**config.mk**
```make
export PLATFORM = sky130hd
export DESIGN_NAME = tcam_scan_lookup
export DESIGN_NICKNAME = d
export VERILOG_FILES = /design/src/rtl/tcam_pkg.sv /design/src/rtl/tcam_entry_cmp.sv /design/src/rtl/tcam_scan_lookup.sv
export SDC_FILE = /design/constraint.sdc
export NUM_CORES = 1
export LEC_CHECK = 0
export BUFFER_PORTS_ARGS = -buffer_cell sky130_fd_sc_hd__buf_2
export CAP_MARGIN = 20
export CORE_AREA = 2 2 144 146
export CTS_CLUSTER_DIAMETER = 150
export DETAILED_ROUTE_END_ITERATION = 16
export DIE_AREA = 0 0 146 148
export PLACE_DENSITY = 0.58
export SYNTH_ARGS = -nofsm -noshare
export SYNTH_HDL_FRONTEND = slang
export SYNTH_SLANG_ARGS = --single-unit
```
**constraint.sdc**
```tcl
create_clock -name clk -period 2.41 [get_ports clk]
set_input_delay 0.241 -clock clk [delete_from_list [all_inputs] [get_ports clk]]
set_output_delay 0.241 -clock clk [all_outputs]
set_load 0.01 [all_outputs]
```
**src/rtl/tcam_pkg.sv**
```systemverilog
// Shared definitions for the TCAM scan/lookup front-end: FSM encoding,
// entry field layout helpers and a constant clog2.
package tcam_pkg;

    typedef enum logic [1:0] {
        ST_IDLE   = 2'd0,
        ST_SCAN   = 2'd1,
        ST_DRAIN  = 2'd2,
        ST_RESULT = 2'd3
    } tcam_state_e;

    // Entry layout, LSB first: action, value, mask, vld.
    localparam int ACT_LSB = 0;

    function automatic int tcam_val_lsb(input int act_w);
        return act_w;
    endfunction

    function automatic int tcam_msk_lsb(input int key_w, input int act_w);
        return act_w + key_w;
    endfunction

    function automatic int tcam_vld_bit(input int key_w, input int act_w);
        return act_w + 2 * key_w;
    endfunction

    // Address width for a table of the given depth; never less than one bit.
    function automatic int tcam_clog2(input int value);
        int res;
        res = 0;
        while ((1 << res) < value) begin
            res = res + 1;
        end
        if (res < 1) begin
            res = 1;
        end else begin
            res = res;
        end
        return res;
    endfunction

endpackage

```
**src/rtl/tcam_entry_cmp.sv**
```systemverilog
// Combinational ternary compare of one table entry against the search key.
// A mask bit of 1 means the key bit must equal the value bit.
module tcam_entry_cmp
    import tcam_pkg::*;
#(
    parameter int KEY_WIDTH = 32,
    parameter int ACT_WIDTH = 8,
    parameter int EW        = 1 + 2 * KEY_WIDTH + ACT_WIDTH
) (
    input  logic [EW-1:0]        entry_i,
    input  logic [KEY_WIDTH-1:0] key_i,
    output logic                 hit_o,
    output logic [ACT_WIDTH-1:0] action_o
);

    localparam int VAL_LSB = tcam_val_lsb(ACT_WIDTH);
    localparam int MSK_LSB = tcam_msk_lsb(KEY_WIDTH, ACT_WIDTH);
    localparam int VLD_BIT = tcam_vld_bit(KEY_WIDTH, ACT_WIDTH);

    logic                 vld_s;
    logic [KEY_WIDTH-1:0] mask_s;
    logic [KEY_WIDTH-1:0] value_s;

    assign vld_s    = entry_i[VLD_BIT];
    assign mask_s   = entry_i[MSK_LSB +: KEY_WIDTH];
    assign value_s  = entry_i[VAL_LSB +: KEY_WIDTH];
    assign hit_o    = vld_s & ((key_i & mask_s) == (value_s & mask_s));
    assign action_o = entry_i[ACT_LSB +: ACT_WIDTH];

endmodule

```
**src/rtl/tcam_scan_lookup.sv**
```systemverilog
// TCAM search front-end: scans the external rule RAM two entries per cycle
// (port B even, port C odd), keeps the lowest-index hit and returns it over
// valid/ready. Config writes are forwarded to RAM port A while idle.
module tcam_scan_lookup
    import tcam_pkg::*;
#(
    parameter int                   KEY_WIDTH      = 32,
    parameter int                   ACT_WIDTH      = 8,
    parameter int                   DEPTH          = 16,
    parameter int                   RD_LAT         = 1,
    parameter logic [ACT_WIDTH-1:0] DEFAULT_ACTION = '0,
    parameter int                   AW             = tcam_clog2(DEPTH),
    parameter int                   EW             = 1 + 2 * KEY_WIDTH + ACT_WIDTH
) (
    input  logic                 clk,
    input  logic                 rst,
    input  logic                 s_key_valid,
    output logic                 s_key_ready,
    input  logic [KEY_WIDTH-1:0] s_key,
    output logic                 m_res_valid,
    input  logic                 m_res_ready,
    output logic                 m_res_hit,
    output logic [AW-1:0]        m_res_idx,
    output logic [ACT_WIDTH-1:0] m_res_action,
    input  logic                 cfg_wr_en,
    output logic                 cfg_wr_ready,
    input  logic [AW-1:0]        cfg_wr_addr,
    input  logic [EW-1:0]        cfg_wr_data,
    output logic                 ram_wea,
    output logic [AW-1:0]        ram_addra,
    output logic [EW-1:0]        ram_dina,
    output logic                 ram_enb,
    output logic [AW-1:0]        ram_addrb,
    input  logic [EW-1:0]        ram_doutb,
    output logic                 ram_enc,
    output logic [AW-1:0]        ram_addrc,
    input  logic [EW-1:0]        ram_doutc,
    output logic                 ram_regce
);

    localparam logic [AW-1:0] LAST_PAIR  = AW'(DEPTH / 2 - 1);
    localparam logic [3:0]    LAST_DRAIN = 4'(RD_LAT - 1);

    tcam_state_e          state_q, state_d;
    logic [AW-1:0]        pair_q, pair_d;
    logic [3:0]           drain_q, drain_d;
    logic [KEY_WIDTH-1:0] key_q, key_d;
    logic                 best_hit_q, best_hit_d;
    logic [AW-1:0]        best_idx_q, best_idx_d;
    logic [ACT_WIDTH-1:0] best_act_q, best_act_d;
    logic                 res_valid_q, res_valid_d;
    logic                 res_hit_q, res_hit_d;
    logic [AW-1:0]        res_idx_q, res_idx_d;
    logic [ACT_WIDTH-1:0] res_act_q, res_act_d;
    // Read tags: stage RD_LAT-1 lines up with data on the RAM outputs.
    logic                 tag_vld_q [RD_LAT];
    logic                 tag_vld_d [RD_LAT];
    logic [AW-1:0]        tag_pair_q [RD_LAT];
    logic [AW-1:0]        tag_pair_d [RD_LAT];

    logic                 hit_b_s, hit_c_s;
    logic [ACT_WIDTH-1:0] act_b_s, act_c_s;
    logic [AW-1:0]        idx_b_s, idx_c_s;

    tcam_entry_cmp #(.KEY_WIDTH(KEY_WIDTH), .ACT_WIDTH(ACT_WIDTH), .EW(EW)) u_cmp_b (
        .entry_i (ram_doutb),
        .key_i   (key_q),
        .hit_o   (hit_b_s),
        .action_o(act_b_s)
    );

    tcam_entry_cmp #(.KEY_WIDTH(KEY_WIDTH), .ACT_WIDTH(ACT_WIDTH), .EW(EW)) u_cmp_c (
        .entry_i (ram_doutc),
        .key_i   (key_q),
        .hit_o   (hit_c_s),
        .action_o(act_c_s)
    );

    assign idx_b_s = tag_pair_q[RD_LAT-1] << 1;
    assign idx_c_s = (tag_pair_q[RD_LAT-1] << 1) | AW'(1);

    assign m_res_valid  = res_valid_q;
    assign m_res_hit    = res_hit_q;
    assign m_res_idx    = res_idx_q;
    assign m_res_action = res_act_q;

    // Next-state, best-match merge, tag pipeline and RAM/handshake outputs.
    always_comb begin
        state_d     = state_q;
        pair_d      = pair_q;
        drain_d     = drain_q;
        key_d       = key_q;
        best_hit_d  = best_hit_q;
        best_idx_d  = best_idx_q;
        best_act_d  = best_act_q;
        res_valid_d = res_valid_q;
        res_hit_d   = res_hit_q;
        res_idx_d   = res_idx_q;
        res_act_d   = res_act_q;
        s_key_ready  = 1'b0;
        cfg_wr_ready = 1'b0;
        ram_wea      = 1'b0;
        ram_addra    = '0;
        ram_dina     = '0;
        ram_enb      = 1'b0;
        ram_enc      = 1'b0;
        ram_addrb    = '0;
        ram_addrc    = '0;
        ram_regce    = 1'b0;

        tag_vld_d[0]  = (state_q == ST_SCAN);
        tag_pair_d[0] = pair_q;
        for (int i = 1; i < RD_LAT; i++) begin
            tag_vld_d[i]  = tag_vld_q[i-1];
            tag_pair_d[i] = tag_pair_q[i-1];
        end
        for (int i = 0; i < RD_LAT; i++) begin
            ram_regce = ram_regce | tag_vld_q[i];
        end

        // First hit sticks; port B holds the lower index of the pair.
        if (tag_vld_q[RD_LAT-1] && !best_hit_q) begin
            if (hit_b_s) begin
                best_hit_d = 1'b1;
                best_idx_d = idx_b_s;
                best_act_d = act_b_s;
            end else if (hit_c_s) begin
                best_hit_d = 1'b1;
                best_idx_d = idx_c_s;
                best_act_d = act_c_s;
            end else begin
                best_hit_d = best_hit_q;
            end
        end else begin
            best_hit_d = best_hit_q;
        end

        case (state_q)
            ST_IDLE: begin
                cfg_wr_ready = 1'b1;
                s_key_ready  = !cfg_wr_en;
                if (cfg_wr_en) begin
                    ram_wea   = 1'b1;
                    ram_addra = cfg_wr_addr;
                    ram_dina  = cfg_wr_data;
                end else begin
                    ram_wea = 1'b0;
                end
                if (s_key_valid && s_key_ready) begin
                    key_d      = s_key;
                    best_hit_d = 1'b0;
                    best_idx_d = '0;
                    best_act_d = DEFAULT_ACTION;
                    pair_d     = '0;
                    state_d    = ST_SCAN;
                end else begin
                    state_d = ST_IDLE;
                end
            end
            ST_SCAN: begin
                ram_enb   = 1'b1;
                ram_enc   = 1'b1;
                ram_addrb = pair_q << 1;
                ram_addrc = (pair_q << 1) | AW'(1);
                if (pair_q == LAST_PAIR) begin
                    drain_d = 4'd0;
                    state_d = ST_DRAIN;
                end else begin
                    pair_d = pair_q + AW'(1);
                end
            end
            ST_DRAIN: begin
                if (drain_q == LAST_DRAIN) begin
                    state_d = ST_RESULT;
                end else begin
                    drain_d = drain_q + 4'd1;
                end
            end
            ST_RESULT: begin
                // First RESULT cycle registers the final best match.
                if (!res_valid_q) begin
                    res_valid_d = 1'b1;
                    res_hit_d   = best_hit_q;
                    res_idx_d   = best_idx_q;
                    res_act_d   = best_act_q;
                end else if (m_res_ready) begin
                    res_valid_d = 1'b0;
                    state_d     = ST_IDLE;
                end else begin
                    res_valid_d = 1'b1;
                end
            end
            default: begin
                state_d = ST_IDLE;
            end
        endcase
    end

    // State and datapath registers with synchronous reset.
    always_ff @(posedge clk) begin
        if (rst) begin
            state_q     <= ST_IDLE;
            pair_q      <= '0;
            drain_q     <= 4'd0;
            key_q       <= '0;
            best_hit_q  <= 1'b0;
            best_idx_q  <= '0;
            best_act_q  <= '0;
            res_valid_q <= 1'b0;
            res_hit_q   <= 1'b0;
            res_idx_q   <= '0;
            res_act_q   <= '0;
            for (int i = 0; i < RD_LAT; i++) begin
                tag_vld_q[i]  <= 1'b0;
                tag_pair_q[i] <= '0;
            end
        end else begin
            state_q     <= state_d;
            pair_q      <= pair_d;
            drain_q     <= drain_d;
            key_q       <= key_d;
            best_hit_q  <= best_hit_d;
            best_idx_q  <= best_idx_d;
            best_act_q  <= best_act_d;
            res_valid_q <= res_valid_d;
            res_hit_q   <= res_hit_d;
            res_idx_q   <= res_idx_d;
            res_act_q   <= res_act_d;
            for (int i = 0; i < RD_LAT; i++) begin
                tag_vld_q[i]  <= tag_vld_d[i];
                tag_pair_q[i] <= tag_pair_d[i];
            end
        end
    end

endmodule
```
==> results.sh <==
export IMPL_cpMostUsedCell="buf_4"
export IMPL_drt_iter0_drc=325
export IMPL_cts_sinks=73
export IMPL_cts_tree="built"
export IMPL_synth_top_cell_area_share_pct=30.9
export IMPL_cp_start_kind="register"
export IMPL_maxCapViolCount=0
export IMPL_fmax_ghz=0.445
export IMPL_avgSynthCellArea_um2=7.61
export IMPL_p_total_mw=4.97
export IMPL_ir_drop_v=0.000299
export IMPL_ys_types=39
export IMPL_end_kind="output pin"
export IMPL_die_h_um=148
export IMPL_regToRegEndpoint="best_act_q[5]$_SDFF_PP0_"
export IMPL_netlist_top_cells_area="dfxtp_1, xor2_1, and3_1, nand2_1, a22oi_1"
export IMPL_setup_tns_ns=0
export IMPL_relSlewSlack_pct=29.0
export IMPL_reg2reg_depth=7
export IMPL_cts_buffers=9
export IMPL_fin_crit_ns=2.25
export IMPL_synth_edf_count=0
export IMPL_nFillCells=2239
export IMPL_dpl_cell_count=1224
export IMPL_drive_gt1_share_pct=41.0
export IMPL_io_buffers=363
export IMPL_cts_buffer_depth=2
export IMPL_worst_path_max_delay_cell="dfxtp_1"
export IMPL_start_util_pct=23.6
export IMPL_grt_pass1_wl_mm=32.5
export IMPL_grt_util_all_layers_pct=20.3
export IMPL_wl_mm=23.2
export IMPL_final_common_cell="buf_2"
export IMPL_hold_viol_final=0
export IMPL_holdBufCountCts=0
export IMPL_area_growth_pct=49.9
export IMPL_netlist_area_mm2=0.00472
export IMPL_syn_inst=621
export IMPL_antenna_found_initial=5
export IMPL_cp_cell_sequence="inv_1, ha_2, buf_4, buf_4, and3_1, buf_2"
export IMPL_dr_pass1_iters=5
export IMPL_clk_pin_slew_ns=0.07
export IMPL_r2r_slack_ns=0.22
export IMPL_cts_resized=0
export IMPL_wl_per_cell_um=18.6
export IMPL_cts_root_buffer="clkbuf_16"
export IMPL_period_share_pct=93.3
export IMPL_die_width_um=146
export IMPL_ys_warn_count=0
export IMPL_seq_area_frac_synth_pct=30.9
export IMPL_ys_ff_latch=73
export IMPL_post_cts_buffers=0
export IMPL_rsz0062_at_grt="no"
export IMPL_ios=365
export IMPL_grt_pass1_vias=5442
export IMPL_power_leakage_nw=3.83
export IMPL_drc=0
export IMPL_vias=5873
export IMPL_post_synth_top_area_cell="dfxtp_1"
export IMPL_path_max_fanout=49
export IMPL_maxSlewViolCount=0
export IMPL_ant_nets=0
export IMPL_rows=52
export IMPL_hpwl_mm=19.6
export IMPL_fin_util_pct=35.3
export IMPL_pwr_density_cell_mw_per_mm2=702
export IMPL_grt_max_degree=79
export IMPL_timing_final_setup_violations=0
export IMPL_gp_congestion=0.898
export IMPL_routed_via_density=4.72
export IMPL_coreArea_mm2=0.0200
export IMPL_synth_flop_cell="dfxtp_1"
export IMPL_synthArstFlopShare_pct=0
export IMPL_die_area_mm2=0.0216
export IMPL_critPathCapture="ram_dina[54]"
export IMPL_rr_startpoint="key_q[20]$_SDFFE_PP0P_"
export IMPL_path_class="reg2out"
export IMPL_grt_ovfl_total=0
export IMPL_cts_htree_levels=3
export IMPL_cp_required_ns=2.17
export IMPL_layout_nets=1233
export IMPL_clk_latency_ns=0.35
export IMPL_skew_ns=0.00963
export IMPL_outcome="finished clean"
export IMPL_timing_hold_ws_ns=0.122
export IMPL_worst_pin_slew_ns=1.06
export IMPL_final_cell_mix="buf_2, nand2_1, and3_1"
export IMPL_instances_no_fill=1245
export IMPL_critPathArrivalTime_ns=2.01
export IMPL_hp_class="in2reg"
export IMPL_startpoint="state_q[1]$_SDFFE_PP0P_"
export IMPL_synth_nets=889
export IMPL_cpPeakStageDelay_ns=0.34
[stage by stage]
| step | worst slack [ns] | instance area [um2] |
|---|---|---|
| after CTS | 0.139 | 7070 |
| after global routing | 0.00300 | 7080 |
| after detailed placement | 0.204 | 6780 |
| after global placement | 0.191 | 6780 |
| final | 0.162 | 7080 |
| after floorplan | 0.531 | 4720 |
[cells by family after synthesis]
| family | after synthesis | share of synthesized area [%] |
|---|---|---|
| other cells | 1 | 0.0794 |
| buf+inv | 57 | 5.35 |
| mux | 6 | 1.27 |
| flops | 73 | 30.9 |
| xor+xnor | 68 | 12.6 |
| compound gates | 115 | 15.8 |
| fa+ha+maj | 8 | 2.12 |
| simple gates | 293 | 31.9 |
[flip-flops by register name, indices dropped and copies added, names as in the netlist]
register / flops
best_act_q: 8
best_hit_q: 1
best_idx_q: 4
drain_q: 4
key_q: 32
m_res_action: 8
m_res_hit: 1
m_res_idx: 4
m_res_valid: 1
pair_q: 4
state_q: 2
tag_pair_q: 3
tag_vld_q: 1
[worst min path at each step]
stage                     slack [ns]  cells past startpoint                   startpoint                       end
after floorplan                 0.32                      1                          rst   tag_vld_q[0]$_SDFF_PP0_
after global placement          0.43                      2  tag_pair_q[0][0]$_SDFF_PP0_  best_idx_q[1]$_SDFF_PP0_
after detailed placement        0.43                      2  tag_pair_q[0][1]$_SDFF_PP0_  best_idx_q[2]$_SDFF_PP0_
after CTS                       0.11                      3                    s_key[22]    key_q[22]$_SDFFE_PP0P_
after global routing            0.12                      3                    s_key[22]    key_q[22]$_SDFFE_PP0P_
final                           0.12                      3                    s_key[22]    key_q[22]$_SDFFE_PP0P_
[metal layers]
| metal | wire [um] | up-vias | GRT usage (%) |
|---|---|---|---|
| met1 | 9140 | 2688 | 24.5 |
| met3 | 1620 | 28 | 3.58 |
| met4 | 593 | 0 | 8.20 |
| li1 | - | 2869 | - |
| met5 | 0 | - | 0 |
| met2 | 11800 | 288 | 35.7 |
[area by class of cell]
| cell class | count | area, um2 | area share, % |
|---|---|---|---|
| Clock inverter | 5 | 37.5 | 0.530 |
| Antenna cell | 5 | 12.5 | 0.177 |
| Inverter | 14 | 52.6 | 0.742 |
| Tap cell | 270 | 338 | 4.77 |
| Multi-Input combinational cell | 491 | 3010 | 42.5 |
| Timing Repair Buffer | 376 | 1910 | 27.0 |
| Clock buffer | 11 | 253 | 3.57 |
| Sequential cell | 73 | 1460 | 20.6 |
[critical path, delay by kind of cell (launching register included)]
family / cells / cell delay [ns]
buf+inv: 4 / 0.91
simple gates: 1 / 0.22
fa+ha+maj: 1 / 0.18
flops: 1 / 0.34
[power breakdown]
group | switching [mW] | internal, mW
Sequential | 0.109 | 1.30
Combinational | 1.34 | 0.889
Clock | 0.573 | 0.759
[cell usage after synthesis, drive strengths merged (3+ instances only)]
cell and count:
nand4 22, clkbuf 33, a222oi 3, buf 10, inv 14, o21ai 4, o211ai 8, mux2i 6
nor2 13, nor3 12, xor2 68, nand3 14, nand2 120, and2 7, and3 78, nand2b 5
a22oi 45, dfxtp 73, nor2b 7, a21oi 47, nand3b 9, ha 8
(Power assumes the default switching activity.)
